**src/rtl/led_seq_pkg.sv**
```systemverilog
// Shared types and default constants for the front-panel LED sequencer.
package led_seq_pkg;

  // Animation phases plus the steady host-pattern display.
  typedef enum logic [1:0] {
    FILL  = 2'd0,
    DRAIN = 2'd1,
    SHOW  = 2'd2
  } seq_state_t;

  localparam int DEF_N_LEDS      = 8;
  localparam int DEF_STEP_CYCLES = 500_000;
  localparam int DEF_BRIGHT_BITS = 4;

  // Prescaler width; a single-cycle step still needs one bit of counter.
  function automatic int cnt_width(input int cycles);
    return (cycles > 1) ? $clog2(cycles) : 1;
  endfunction

endpackage

```
**src/rtl/led_pwm.sv**
```systemverilog
// Free-running PWM counter and duty compare for the SHOW brightness.
module led_pwm
  import led_seq_pkg::*;
#(
  parameter int BRIGHT_BITS = DEF_BRIGHT_BITS
) (
  input  logic                   clock,
  input  logic                   reset,
  input  logic [BRIGHT_BITS-1:0] brightness,
  output logic                   pwm_on
);

  logic [BRIGHT_BITS-1:0] pwm_cnt_reg;

  // Counter runs continuously, independent of the sequencer state.
  always_ff @(posedge clock or posedge reset) begin
    if (reset) begin
      pwm_cnt_reg <= '0;
    end else begin
      pwm_cnt_reg <= pwm_cnt_reg + 1'b1;
    end
  end

  // All-ones brightness must be solidly on, so it bypasses the compare.
  assign pwm_on = (&brightness) | (pwm_cnt_reg < brightness);

endmodule

```
**src/rtl/led_sequencer.sv**
```systemverilog
// Front-panel LED driver: fill/drain power-on animation, then a host pattern
// dimmed by PWM. Animation restarts on reset release or a replay pulse.
module led_sequencer
  import led_seq_pkg::*;
#(
  parameter int N_LEDS      = DEF_N_LEDS,
  parameter int STEP_CYCLES = DEF_STEP_CYCLES,
  parameter int BRIGHT_BITS = DEF_BRIGHT_BITS
) (
  input  logic                   clock,
  input  logic                   reset,
  input  logic                   replay,
  input  logic                   loop,
  input  logic [N_LEDS-1:0]      pattern,
  input  logic                   pattern_we,
  input  logic [BRIGHT_BITS-1:0] brightness,
  output logic [N_LEDS-1:0]      leds,
  output logic                   busy
);

  localparam int                CW        = cnt_width(STEP_CYCLES);
  localparam logic [CW-1:0]     STEP_LAST = CW'(STEP_CYCLES - 1);
  localparam logic [N_LEDS-1:0] LAST_LIT  = N_LEDS'(1);

  seq_state_t        state_reg, state_next;
  logic [N_LEDS-1:0] leds_reg, leds_next;
  logic [N_LEDS-1:0] pattern_q_reg, pattern_q_next;
  logic [CW-1:0]     step_cnt_reg, step_cnt_next;
  logic              tick;
  logic              pwm_on;

  led_pwm #(
    .BRIGHT_BITS(BRIGHT_BITS)
  ) u_pwm (
    .clock      (clock),
    .reset      (reset),
    .brightness (brightness),
    .pwm_on     (pwm_on)
  );

  assign tick = (step_cnt_reg == STEP_LAST);

  // State, LED shift register, prescaler and held pattern.
  always_ff @(posedge clock or posedge reset) begin
    if (reset) begin
      state_reg     <= FILL;
      leds_reg      <= '0;
      step_cnt_reg  <= '0;
      pattern_q_reg <= '0;
    end else begin
      state_reg     <= state_next;
      leds_reg      <= leds_next;
      step_cnt_reg  <= step_cnt_next;
      pattern_q_reg <= pattern_q_next;
    end
  end

  // Next-state: replay overrides everything except the pattern write.
  always_comb begin
    state_next     = state_reg;
    leds_next      = leds_reg;
    step_cnt_next  = step_cnt_reg;
    pattern_q_next = pattern_we ? pattern : pattern_q_reg;

    if (replay) begin
      state_next    = FILL;
      leds_next     = '0;
      step_cnt_next = '0;
    end else begin
      case (state_reg)
        FILL: begin
          step_cnt_next = tick ? '0 : step_cnt_reg + 1'b1;
          if (tick) begin
            if (&leds_reg) begin
              // Full bar: the first drain shift happens on this same tick.
              state_next = DRAIN;
              leds_next  = {1'b0, leds_reg[N_LEDS-1:1]};
            end else begin
              leds_next = {1'b1, leds_reg[N_LEDS-1:1]};
            end
          end
        end
        DRAIN: begin
          step_cnt_next = tick ? '0 : step_cnt_reg + 1'b1;
          if (tick) begin
            if (leds_reg == LAST_LIT) begin
              leds_next  = '0;
              state_next = loop ? FILL : SHOW;
            end else begin
              leds_next = {1'b0, leds_reg[N_LEDS-1:1]};
            end
          end
        end
        SHOW: begin
          step_cnt_next = '0;
          leds_next     = pattern_q_reg & {N_LEDS{pwm_on}};
        end
        default: begin
          state_next    = FILL;
          leds_next     = '0;
          step_cnt_next = '0;
        end
      endcase
    end
  end

  assign leds = leds_reg;
  assign busy = (state_reg != SHOW);

endmodule

```
**config.mk**
```make
export PLATFORM = sky130hd
export DESIGN_NAME = led_sequencer
export DESIGN_NICKNAME = d
export VERILOG_FILES = /design/src/rtl/led_seq_pkg.sv /design/src/rtl/led_pwm.sv /design/src/rtl/led_sequencer.sv
export SDC_FILE = /design/constraint.sdc
export NUM_CORES = 1
export LEC_CHECK = 0
export CORE_UTILIZATION = 45
export DETAILED_ROUTE_END_ITERATION = 8
export GPL_ROUTABILITY_DRIVEN = 0
export PLACE_DENSITY_LB_ADDON = 0.1
export SLEW_MARGIN = 40
export SYNTH_ARGS = -nofsm -noshare
export SYNTH_HDL_FRONTEND = slang
export SYNTH_SLANG_ARGS = --single-unit
```
**constraint.sdc**
```tcl
create_clock -name clock -period 4.8 [get_ports clock]
set_input_delay 0.48 -clock clock [delete_from_list [all_inputs] [get_ports clock]]
set_output_delay 0.48 -clock clock [all_outputs]
set_load 0.03 [all_outputs]
```
* Word level (Yosys, flattened, before mapping) *
Cells that the tools add are included.

word-level totals
  register bits after elaboration = 41
  output and inout port bits = 9

operators by class
  mux-type cells = 16
  equality and inequality tests = 10
  add/sub/neg operators = 2
  $lt $le $gt $ge = 1
  reductions and logical operators = 6
  bitwise logic cells = 2

operators with widths
  operator                                       count
  two-way mux 19 bit                             3
  two-way mux 8 bit                              4
  one-hot mux 8 bit (3 select lines)             1
  adder 19 x 1 -> 19 bit, second input constant  1
  == test 19 bit, second input constant          1
  two-way mux 2 bit                              6
  inequality test 3 bit, second input constant   4
  bitwise AND 8 bit                              1
  == test 8 x 1 -> 1 bit, second input constant  1
  AND reduction 8 bit                            1
  two-way mux 7 bit                              1
  one-hot mux 2 bit (3 select lines)             1
  AND reduction 5 bit                            1
  adder 4 x 1 -> 4 bit, second input constant    1
  less-than comparator 4 bit                     1
  inequality test 2 bit, second input constant   2
  AND reduction 4 bit                            1
  == test 2 x 1 -> 1 bit, second input constant  1
  == test 2 bit, second input constant           1
  logical NOT 2 bit                              1
  AND reduction 2 bit                            1
  OR reduction 2 bit                             1
  bitwise OR 1 bit                               1

* Depth between registers and ports, before layout *
  depth after elaboration = 5
  mapped depth = 7

* Modules after synthesis *
From an unflattened synthesis, not the netlist that was laid out.

second synthesis, totals
  cells, all modules = 179
  area total of the unflattened synthesis = 2,042.0 µm²

by module, submodules not included
  module         area an instance (µm²)  cells an instance  instances
  led_sequencer  1,811.7                 157                1
  led_pwm        230.2                   22                 1

* Worst setup path before layout *
No wires, ideal clock.

  path kind = input port to flip-flop
  start = input port brightness[1]
  end = register leds_reg[0], in the netlist leds[0]
  buffers on the path = 0
  cell stages on the path = 7
  data required time = 4.713 ns
  arrival time = 1.731 ns
  slack = 2.982 ns
  cells stage by stage = inv_1 ha_1 o211ai_1 a31oi_1 o31ai_2 a21oi_1 a211oi_2

on the way
  word-level cells in the longest chain between the ends = 5
  elaborated cells between the ends (all ways) = 6
  those cells by class = order compare: 1; mux: 2; bitwise: 2; reduce/logical: 1

ends and longest elaborated chain
  element                                                            line                 text
  from (decl)                                                        led_sequencer.sv:16  input logic [BRIGHT_BITS-1:0] brightness,
  less-than comparator 4 bit or AND reduction 4 bit (tied branches)  led_pwm.sv:25        assign pwm_on = (&brightness) | (pwm_cnt_reg < brightness);
  bitwise OR 1 bit (*)                                               led_pwm.sv:25
  bitwise AND 8 bit (*)                                              led_sequencer.sv:96  leds_next = pattern_q_reg & {N_LEDS{pwm_on}};
  one-hot mux 8 bit (3 select lines) (*)                             led_sequencer.sv:70  case (state_reg)
  two-way mux 8 bit (*)                                              led_sequencer.sv:65  if (replay) begin
  to (signal assigned)                                               led_sequencer.sv:52  leds_reg <= leds_next;
  to (decl)                                                          led_sequencer.sv:26  logic [N_LEDS-1:0] leds_reg, leds_next;

Mark *: on every way between the ends. The rest lies on a longest branch, timed or not.
A chain may end at the register's enable or synchronous reset.

* Final worst setup path *
  start = register state_reg[1]
  end = output port busy

on the way
  word-level cells in the longest chain between the ends = 1

ends and longest elaborated chain
  element                 line                  text
  from (decl)             led_sequencer.sv:25   seq_state_t state_reg, state_next;
  from (signal assigned)  led_sequencer.sv:51   state_reg <= state_next;
  inequality test 2 bit   led_sequencer.sv:108  assign busy = (state_reg != SHOW);
  to (decl)               led_sequencer.sv:18   output logic busy

No other way between the ends.

==> flow_summary_export.csv <==
group,metric,value,unit
drt,drtIter0Drc,103,
worst_setup_path,end_kind,"output pin",
placed_design,dpl_cell_area,2370,um^2
pwr,irDropWorstVdd,180,uV
worst_setup_path,slowest_stage,"clkdlybuf4s50_1",
yosys,synth_xor_area_frac,0.0793,
final_layout,fillers,419,
cts,cts_buffer_depth,2,
yosys,ys_types,40,
final_layout,diodes,0,
yosys,async_flop_share,1.00,
yosys,synthCells,197,
floorplan,die_x,70.3,um
drt,antenna_left,0,
placed_design,post-place-ws,2220,ps
cts,cts_tree,"yes",
drt,routed_wl,3990,um
final_layout,fin_util,0.558,
pwr,p_per_area,255,nW/um^2
drt,dr_total_vias,1522,
timing,holdWs,488,ps
floorplan,die_y,70.3,um
grt,antenna_found_initial,0,
worst_setup_path,crit_required,4320,ps
grt,overflow,0,
floorplan,core_region_area,4410,um^2
worst_setup_path,cp.buffers_inverters,1,
final_layout,nets,245,
timing,fin_setup_tns,0,ps
yosys,muxShareOfSynthArea,0.0429,
yosys,synth-edff-count,0,
cts,cts.reportedPaths.clkPinSlew,80,ps
cts,cts_resized,0,
drt,drc,0,
min_path,hp-class,"reg -> reg",
outcome,outcome,"completed",
grt,grt_first_pass_wirelength,6810,um
worst_setup_path,crit_type,"reg -> out",
flow_run,maxCapViolations,0,
yosys,synth-compound-area-share,0.0942,
drt,drtPass1Iterations,4,
final_layout,final_layout_size_suffix_gt1_frac,0.125,
drt,wire_per_inst,14.5,um
yosys,synth_seq_area_share,0.489,
yosys,ys_ff_latch,41,
timing,finalSetupViolCount,0,
timing,worst_pin_slew,567,ps
cts,cts_setup_buffers,0,
pwr,fin_total_pwr,0.627,mW
timing,max_slew_margin,0.620,
worst_setup_path,crit_family,"buffers and inverters",
worst_setup_path,arrival,1830,ps
cts,cts.sinks,41,
cts,h-tree-depth,2,
final_layout,final_area,2460,um^2
placed_design,place_inst,268,
yosys,synth-adder-area-share,0.0298,
floorplan,start_util,0.475,
final_layout,largest_reg_flops,19,
yosys,ys_warn_count,0,
cts,ctsHoldBuffers,0,
grt,grt_usage,0.174,
floorplan,die-area,4940,um^2
drt,vias_per_cell,5.51,
grt,grt_max_degree,42,
timing,fin_worst_skew,4.83,ps
yosys,syn_nets,219,
yosys,synth.cell_area,2100,um^2
floorplan,io_pins,26,
worst_setup_path,worst_setup_path_start_kind,"flip-flop",
timing,finalCriticalPeriod,2310,ps
yosys,syn_avg_cell_area,10.7,um^2
timing,finalHoldViolCount,0,
final_layout,area_delta_synth_final,17.5,%
timing,rsz0062_at_grt,"false",
pwr,p_leak,1.03,nW
timing,setup_ws,2490,ps
cts,cts_buffers,5,
yosys,synth-simple-area-share,0.230,
placed_design,port_buffers,25,
cts,root_buffer,"clkbuf_8",
grt,grt_pass1_vias,1527,
yosys,synthFlopType,"dfrtp_1",
placed_design,hpwlAfterDp,2830,um
worst_setup_path,crit_chain,"nand2b_1 -> clkdlybuf4s50_1",
worst_setup_path,cpPeakStageDelay,720,ps
worst_setup_path,critical_path.max_fanout,13,
timing,final_max_slew_viol_count,0,
yosys,synth_top_family_by_area,"simple AND/OR/NAND/NOR gates",
floorplan,num_rows,24,
final_layout,stdcell_count,276,
timing,fin_crit_sh,0.481,
cts,clock_latency,290,ps
timing,max_freq,433,MHz
==> where the power goes <==
group          internal (mW)  switching (mW)  leakage [nW]  total, mW
sequential             0.355         0.00667         0.545      0.361
clock                  0.101           0.118        0.0450      0.219
combinational         0.0243          0.0228         0.436     0.0471
==> kinds of logic (layout without fill, tap and decap cells) <==
group	count (synthesis)	in the layout
and+or+nand+nor	84	84
DFF	41	41
AOI/OAI and AO/OA	26	26
xor gates and xnor gates	19	19
buffers and inverters	14	41
muxes	8	8
adders and majority gates	5	5
==> final timing paths <==
check,from,to,slack (ps),cells after the start
setup / recovery,state_reg[1],busy,2490,2
hold / removal,u_pwm.pwm_cnt_reg[0],u_pwm.pwm_cnt_reg[0],490,1
setup reg to reg,u_pwm.pwm_cnt_reg[1],leds[6],2860,6
hold reg to reg,u_pwm.pwm_cnt_reg[0],u_pwm.pwm_cnt_reg[0],490,1
max in group asynchronous,reset,step_cnt_reg[17],3840,3
min in group asynchronous,reset,step_cnt_reg[2],600,3
==> cells in the mapped netlist (3+ instances only) <==
| cell | n | share of area |
|---|---|---|
| nor2b_1 | 7 | 0.021 |
| nand2_1 | 8 | 0.014 |
| nor3_1 | 6 | 0.014 |
| o21ai_0 | 3 | 0.0072 |
| nand3_1 | 7 | 0.017 |
| inv_1 | 7 | 0.013 |
| mux2_2 | 8 | 0.043 |
| and4_1 | 4 | 0.017 |
| ha_1 | 5 | 0.030 |
| nand4_1 | 7 | 0.021 |
| dfrtp_1 | 41 | 0.49 |
| clkbuf_1 | 3 | 0.0054 |
| nor2_1 | 31 | 0.055 |
| a211oi_1 | 4 | 0.014 |
| xnor2_1 | 8 | 0.033 |
| a211oi_2 | 3 | 0.018 |
| xor2_1 | 11 | 0.046 |
| a21oi_1 | 8 | 0.019 |
==> final cells by class <==
cell class / instances / area [um^2] / area share
Clock buffer: 6 / 72.6 / 0.0294
Clock inverter: 2 / 10.0 / 0.00406
Inverter: 7 / 26.3 / 0.0107
Multi-Input combinational cell: 142 / 1010 / 0.409
Sequential cell: 41 / 1030 / 0.416
Tap cell: 52 / 65.1 / 0.0264
Timing Repair Buffer: 26 / 258 / 0.105
==> worst register-to-register path, stage by stage, from the launching register on <==
cell and delay [ps]:
dfrtp_1 410, ha_1 280, o211ai_1 160, a31oi_1 90
o31ai_2 510, a21oi_1 140, a211oi_1 260
==> layer usage <==
layer	wire length, um	global-route usage	vias up
li1	-	-	741
met1	1880	0.207	754
met2	1960	0.304	22
met3	105	0.0447	5
met4	44	0.0600	0
met5	0	0	-
==> layout by cell type (no fill, tap or decap), drive strengths merged <==
master / n
nor4: 3
a211oi: 7
nor3: 7
o31ai: 1
nand4: 9
nand3: 7
o211ai: 1
o21ai: 4
nor2b: 7
and4: 4
clkdlybuf4s50: 25
buf: 1
clkinv: 2
ha: 5
dfrtp: 41
nor4b: 1
inv: 7
nor2: 31
a21boi: 1
xnor2: 8
nand3b: 1
o21bai: 1
and3: 1
a21o: 1
nand2b: 2
mux2: 8
a21oi: 8
xor2: 11
clkbuf: 6
nor3b: 2
a31oi: 2
nand2: 8
nand4b: 1
(Power assumes the default switching activity.)
==> variant (same flow settings) <==
Encoding of `seq_state_t`: now one-hot (3 bits for 3 states).
--- a/src/rtl/led_seq_pkg.sv
+++ b/src/rtl/led_seq_pkg.sv
@@ -2,10 +2,10 @@
 package led_seq_pkg;
 
   // Animation phases plus the steady host-pattern display.
-  typedef enum logic [1:0] {
-    FILL  = 2'd0,
-    DRAIN = 2'd1,
-    SHOW  = 2'd2
+  typedef enum logic [2:0] {
+    FILL  = 3'b001,
+    DRAIN = 3'b010,
+    SHOW  = 3'b100
   } seq_state_t;
 
   localparam int DEF_N_LEDS      = 8;
Formal check against the unedited RTL: same outputs for any inputs over 10 cycles, from zero or initial values and one cycle with reset high; not proved beyond that.
==> variant against the original RTL <==
Via count rose by 4.4%; combinational power rose by 45%; setup slack improved by 0.074 ns; wire length rose by 11%; power rose by 9.6%; design area rose by 1.8%; sequential cell count rose by 1; highest routed layer unchanged; synthesized cell count rose by 4.6%; synthesized area rose by 1.1%; the run now ends with design-rule violations left; clock power rose by 10%.
==> variant: results (changes against the original RTL) <==
| Metric | Value |
|---|---|
| Worst Tran Pin Value | 0.713 ns (+0.145 ns) |
| Total track usage | 20.2% (+2.8 points) |
| R2r endpoint | state_reg[0] |
| Drt drc | 4 (+4) |
| Placed Area | 2410 sq um (+1.6%) |
| Worst vdd ir | 0.232 mV (+29%) |
| Post-place setup slack | 2.39 ns (+0.175 ns) |
| R2R cell count | 5 (-1) |
| Hold Path End | u_pwm.pwm_cnt_reg[3] |
| Seq/Total Area, Yosys | 49.6% (+0.69 points) |
| DR vias | 1589 (+4.4%) |
| Routed WL | 4.41 mm (+11%) |
| WL met3 | 178 microns (+70%) |
| Status | finished with violations |
| Synth top area cells | dfrtp_1 (48%), nor2_1 (6.4%), xor2_1 (4.5%), mux2_2 (4.2%), xnor2_1 (3.7%) |
| 1st-pass router iterations | 6 (+2) |
| Failing checks | design-rule violations |
| CP max FO | 28 (+15) |
| Vias in the first global route | 1652 (+8.2%) |
| Worst Path Arrival | 2.48 ns (+0.65 ns) |
| Hold Slack | 0.492 ns (+0.00398 ns) |
| Initial DRC count | 118 (+15%) |
| Post-Syn Instances | 206 (+4.6%) |
| Period utilization | 46.5% (-1.5 points) |
| Largest net degree at the start of global routing | 43 (+2.4%) |
| Met1 Routed Length | 2.03 mm (+7.8%) |
| Worst Hold Launch | u_pwm.pwm_cnt_reg[3] |
==> variant: layout make-up <==
class | count | area, sq um
fillers | 389 | 1940
flip-flops and latches | 42 | 1050
multi-input cells | 151 | 1010
repair buffers | 26 | 258
clock buffers | 6 | 82.6
well taps | 52 | 65.1
inverters | 8 | 30.0
clock inverters | 2 | 12.5
==> variant: worst max path at each step <==
| stage | start | endpoint |
|---|---|---|
| floorplan | brightness[1] | leds[1] |
| global placement | brightness[1] | leds[0] |
| detailed placement | brightness[1] | leds[0] |
| CTS | step_cnt_reg[0] | state_reg[0] |
| global route | step_cnt_reg[0] | state_reg[0] |
| finish | step_cnt_reg[0] | state_reg[0] |
==> variant: cells by family (layout without fill, tap and decap cells) <==
logic type	count (synthesis)	in the layout	share of synthesized area, %
and+or+nand+nor	92	92	23.9
xor gates and xnor gates	20	20	8.25
AOI/OAI and AO/OA	26	26	8.14
muxes	8	8	4.25
adders and majority gates	5	5	2.95
buffers and inverters	13	42	2.89
DFF	42	42	49.6
==> variant: worst max-delay path: cells and delay by family, from the launching register on <==
kind	cells	cell delay (ns)
AOI/OAI and AO/OA	1	0.73
adders and majority gates	1	0.23
DFF	1	0.40
and+or+nand+nor	3	0.81
==> variant: layer usage <==
metal  up-vias  track usage [%]
met4         0             6.67
met5         -                0
met1       771             26.3
met3        11             4.56
met2        35             33.7
li1        772                -
==> variant: report_power, final <==
group          total, uW  leakage, uW  switching [uW]  internal, uW
combinational       68.3     0.000447            35.4          32.9
clock                241    0.0000472             125           116
sequential           379     0.000548            12.1           367
